==> src/rtl/mousetrap_entry_arbiter.sv <==
// ============================================================================
// Module      : mousetrap_entry_arbiter
// Description : Round-robin arbiter feeding the entry stage of a MouseTrap
//               two-phase bundled-data pipeline. Optional PipeAck synchronizer
//               enabled by defining MT_ACK_SYNC_EN.
// Revision    : 1.0 - initial release
// ============================================================================
`default_nettype none

module mousetrap_entry_arbiter #(
    parameter int N_REQ       = 4,
    parameter int DATA_W      = 8,
    parameter int SYNC_STAGES = 2
) (
    input  logic                      Clk,
    input  logic                      Reset,
    input  logic [N_REQ-1:0]          ReqIn,
    input  logic [N_REQ*DATA_W-1:0]   DataIn,
    output logic [N_REQ-1:0]          GrantOut,
    output logic                      PipeReq,
    output logic [DATA_W-1:0]         PipeData,
    input  logic                      PipeAck,
    output logic                      Busy,
    output logic                      AckErr
);

    localparam int PTR_W = (N_REQ > 1) ? $clog2(N_REQ) : 1;

    typedef enum logic [1:0] {
        ST_IDLE  = 2'd0,
        ST_SETUP = 2'd1,
        ST_WAIT  = 2'd2
    } state_t;

    if (N_REQ < 1 || N_REQ > 16 || SYNC_STAGES < 2 || SYNC_STAGES > 4) begin : g_bad_param
        $error("mousetrap_entry_arbiter: parameter out of range");
    end

    state_t              r_state;
    logic [PTR_W-1:0]    r_ptr;
    logic [N_REQ-1:0]    r_grant;
    logic                r_pipe_req;
    logic [DATA_W-1:0]   r_data;
    logic                r_busy;
    logic                r_ack_err;

    logic                w_ack_s;
    logic                w_found;
    logic [PTR_W-1:0]    w_win;
    logic [PTR_W-1:0]    w_ptr_next;
    logic [PTR_W:0]      w_sum;
    logic [PTR_W-1:0]    w_idx;
    logic [N_REQ-1:0]    w_onehot;
    logic [DATA_W-1:0]   w_data;

`ifdef MT_ACK_SYNC_EN
    // PipeAck is produced by the asynchronous latch controller; resynchronize.
    logic [SYNC_STAGES-1:0] r_ack_sync;

    always_ff @(posedge Clk) begin
        if (Reset) begin
            r_ack_sync <= '0;
        end else begin
            r_ack_sync <= {r_ack_sync[SYNC_STAGES-2:0], PipeAck};
        end
    end

    assign w_ack_s = r_ack_sync[SYNC_STAGES-1];
`else
    assign w_ack_s = PipeAck;
`endif

    // Search starts at the pointer and wraps, so the last winner is lowest priority.
    always_comb begin
        w_found = 1'b0;
        w_win   = '0;
        w_sum   = '0;
        w_idx   = '0;
        for (int i = 0; i < N_REQ; i++) begin
            w_sum = {1'b0, r_ptr} + (PTR_W+1)'(i);
            if (w_sum >= (PTR_W+1)'(N_REQ)) begin
                w_sum = w_sum - (PTR_W+1)'(N_REQ);
            end
            w_idx = w_sum[PTR_W-1:0];
            if (!w_found && ReqIn[w_idx]) begin
                w_found = 1'b1;
                w_win   = w_idx;
            end
        end
    end

    always_comb begin
        if (w_win == PTR_W'(N_REQ-1)) begin
            w_ptr_next = '0;
        end else begin
            w_ptr_next = w_win + PTR_W'(1);
        end
    end

    assign w_onehot = N_REQ'(1) << w_win;
    assign w_data   = DataIn[int'(w_win)*DATA_W +: DATA_W];

    always_ff @(posedge Clk) begin
        if (Reset) begin
            r_state    <= ST_IDLE;
            r_ptr      <= '0;
            r_grant    <= '0;
            r_pipe_req <= 1'b0;
            r_data     <= '0;
            r_busy     <= 1'b0;
            r_ack_err  <= 1'b0;
        end else begin
            r_grant <= '0;
            // With no token outstanding the acknowledge phase must match the request phase.
            if (r_state != ST_WAIT && w_ack_s != r_pipe_req) begin
                r_ack_err <= 1'b1;
            end
            case (r_state)
                ST_IDLE: begin
                    if (w_found) begin
                        r_data  <= w_data;
                        r_grant <= w_onehot;
                        r_ptr   <= w_ptr_next;
                        r_state <= ST_SETUP;
                    end
                end
                ST_SETUP: begin
                    r_pipe_req <= ~r_pipe_req;
                    r_busy     <= 1'b1;
                    r_state    <= ST_WAIT;
                end
                ST_WAIT: begin
                    if (w_ack_s == r_pipe_req) begin
                        r_busy  <= 1'b0;
                        r_state <= ST_IDLE;
                    end
                end
                default: begin
                    r_state <= ST_IDLE;
                end
            endcase
        end
    end

    assign GrantOut = r_grant;
    assign PipeReq  = r_pipe_req;
    assign PipeData = r_data;
    assign Busy     = r_busy;
    assign AckErr   = r_ack_err;

endmodule

`default_nettype wire

==> config.mk <==
export PLATFORM = sky130hd
export DESIGN_NAME = mousetrap_entry_arbiter
export DESIGN_NICKNAME = d
export VERILOG_FILES = /design/src/rtl/mousetrap_entry_arbiter.sv
export SDC_FILE = /design/constraint.sdc
export NUM_CORES = 1
export LEC_CHECK = 0
export CAP_MARGIN = 20
export CORE_UTILIZATION = 43
export CTS_BUF_LIST = sky130_fd_sc_hd__clkbuf_4 sky130_fd_sc_hd__clkbuf_8
export CTS_CLUSTER_SIZE = 12
export DETAILED_ROUTE_END_ITERATION = 16
export GPL_ROUTABILITY_DRIVEN = 0
export HOLD_SLACK_MARGIN = 0.1
export PLACE_DENSITY = 0.87
export SYNTH_ARGS = -nofsm -noshare
export SYNTH_HDL_FRONTEND = slang
export SYNTH_SLANG_ARGS = --single-unit
==> constraint.sdc <==
create_clock -name Clk -period 4.6 [get_ports Clk]
set_input_delay 0.92 -clock Clk [delete_from_list [all_inputs] [get_ports Clk]]
set_output_delay 0.92 -clock Clk [all_outputs]
set_load 0.01 [all_outputs]
==> results.ini <==
[status]
status=completed

[clock_network]
clkSinkCount=19
cts.path.max_buffers=2
clk_latency_ns=0.29
cts_tree=done
cts_setup_buffers=0
cts_root_buffer=clkbuf_4
h-tree-depth=1
numCtsBuffers=3
clk_pin_slew_ns=0.11
postCtsHoldBufs=0
cts_resized=0

[hold_path]
min_path_type=reg -> reg

[sta]
fmax_ghz=0.3589
hold_viol=0
fin_crit_ns=2.786
setup_viol=0
rsz0062_at_grt=false
hold_ws_ns=0.4841
fin_tns_setup_ns=0
tightest_slew_ns=0.7131
skew_ns=0.003524
min_period_over_period=0.6057
slew_headroom=0.5246
slew_viol_final=0

[floorplanning]
die-area_um2=2513
start_util=0.4546
core_um2=2191
rows=17
io_pins=54
die_h_um=50.13
die_width_um=50.13

[critical_path]
critPathBufInv=1
crit_type=in -> reg
arrival_ns=2.95
cp-start-kind=primary input
worstPathMaxFanout=19
path_delay_family=compound AO/OA/AOI/OAI gates
r2r-end=PipeData[3]
cp_slowest_cell=o221ai_4
startpoint=ReqIn[0]
r2r_setup_slack_ns=2.45
worstPathCellList=clkdlybuf4s50_1 -> a21boi_1 -> o221ai_4 -> mux2_2 -> a32oi_1 -> o31ai_1
slowest_delay_ns=0.61
required_ns=4.77
r2r_cells=5
worst_r2r_startpoint=r_ptr[1]
cp-end-kind=register
critical_path.endpoint=PipeData[3]
path_depth=6

[global_route]
grt_pass1_wl_mm=4.029
antenna_found_initial=0
grt_max_degree=20
track_usage=0.2130
gr-total-overflow=0
grt_pass1_vias=892

[final_layout]
nNetsFinal=187
utilization=0.7059
layout-drive-gt1-share=0.1224
area_delta_synth_final_pct=55.28
antennaDiodeCount=0

[synthesis]
avgSynthCellArea_um2=10.48
netlist_area_um2=996.0
synth_top_area_frac=0.3819
syn_inst=95
yosys_most_used_dff=dfxtp_1
synth_top_area_cell=dfxtp_1
yosys-top-cells-area=dfxtp_1 (38%), mux2_2 (9.0%), mux2i_1 (8.0%), a32oi_1 (7.0%), o31ai_1 (6.0%)
ys_seq_area_frac=0.3819
synth_fp_nets=134
yosysWarnings=0
ys_types=31
ys_async_sr_fraction=0
synth_edf_count=0
synth.ff_latch_count=19

[detailed_routing]
post-route-drc-count=0
postRouteAntennaNets=0
drt-pass1-iter-count=4
num_vias=946
viasPerCell=5.406
drt_iter0_drc=15
routedWlPerCell_um=13.66
wl_mm=2.391

[placed_design]
dp_hpwl_mm=1.810
place.port_buffers=53

[pwr]
max-vdd-ir-drop_uv=222.3
powerDensity_nw_per_um2=325.4
p_leak_nw=0.5807

[flow_run]
cap_violations=0

[synthesized netlist by cell type (2+ instances only)]
cell,n
mux2i_1,8
o31ai_1,8
a32oi_1,8
a21oi_1,4
xnor2_1,2
clkbuf_1,3
dfxtp_1,19
nand2_1,3
mux2_2,8
nor3_1,2
nor2_1,8
nor2b_1,2
nand2b_1,2
[cell families (layout without fill, tap and decap cells)]
kind of cell / after synthesis / after routing / share of synthesized area
xor gates and xnor gates: 3 / 3 / 0.02639
and+or+nand+nor: 20 / 20 / 0.1043
buffers and inverters: 7 / 59 / 0.05024
muxes: 17 / 17 / 0.1847
DFF: 19 / 19 / 0.3819
AOI/OAI and AO/OA: 29 / 29 / 0.2525
[cells in the final DEF, fill, tap and decap left out, types with 2 or more instances in the layout]
| cell | Yosys | routed |
|---|---|---|
| clkdlybuf4s50_1 | 0 | 53 |
| dfxtp_1 | 19 | 19 |
| nor2_1 | 8 | 8 |
| mux2i_1 | 8 | 8 |
| mux2_2 | 8 | 8 |
| a32oi_1 | 8 | 8 |
| o31ai_1 | 8 | 8 |
| a21oi_1 | 4 | 4 |
| nand2_1 | 3 | 3 |
| clkbuf_4 | 0 | 3 |
| nand2b_1 | 2 | 2 |
| nor2b_1 | 2 | 2 |
| xnor2_1 | 2 | 2 |
| nor3_1 | 2 | 2 |
[layer usage]
layer	track usage	vias to the layer above	wire (um)
li1	-	469	-
met1	0.2852	435	1083
met2	0.3200	40	1099
met3	0.05556	2	186
met4	0.08571	0	22
met5	0	-	0
[worst min-delay path: stages, from the launching register on]
cell and delay [ns]:
dfxtp_1 0.35, a32oi_1 0.06, o31ai_1 0.05
[cell type report]
type,instances,area (um^2)
repair buffers,53,530.5
clock inverters,1,5.005
multi-input cells,69,565.5
fillers,158,644.4
flip-flops and latches,19,380.4
clock buffers,3,22.52
well taps,28,35.03
inverters,2,7.507
[how the worst min path moves through the flow]
stage	depth (start not counted)	end	startpoint	slack (ns)
6_report	2	PipeData[7]	PipeData[7]	0.48
4_1_cts	2	PipeData[2]	PipeData[2]	0.48
3_3_place_gp	2	PipeData[2]	PipeData[2]	0.44
5_1_grt	2	PipeData[7]	PipeData[7]	0.51
2_1_floorplan	2	r_ptr[0]	r_ptr[0]	0.48
3_5_place_dp	2	PipeData[2]	PipeData[2]	0.45
[metrics by stage]
step	power (mW)	instance area, um^2	instances	setup slack (ns)
5_1_grt	0.5381	1546	175	1.677
3_3_place_gp	0.4179	1519	171	1.560
4_1_cts	0.5074	1546	175	1.808
2_1_floorplan	0.3409	996.0	95	2.401
6_report	0.5033	1546	175	1.814
3_5_place_dp	0.4245	1519	171	1.493
[registers in the layout, indices dropped and copies added (netlist names)]
name / cells
r_ptr: 2
AckErr: 1
Busy: 1
GrantOut: 4
PipeReq: 1
PipeData: 8
r_state: 2
[where the power goes]
group	internal [mW]	switching, mW	leakage, nW
registers	0.191	0.0217	0.157
clock network	0.0323	0.0494	0.0177
logic	0.119	0.0895	0.406
total	0.343	0.161	0.581
Note: power is estimated with default switching activity, not from simulation.
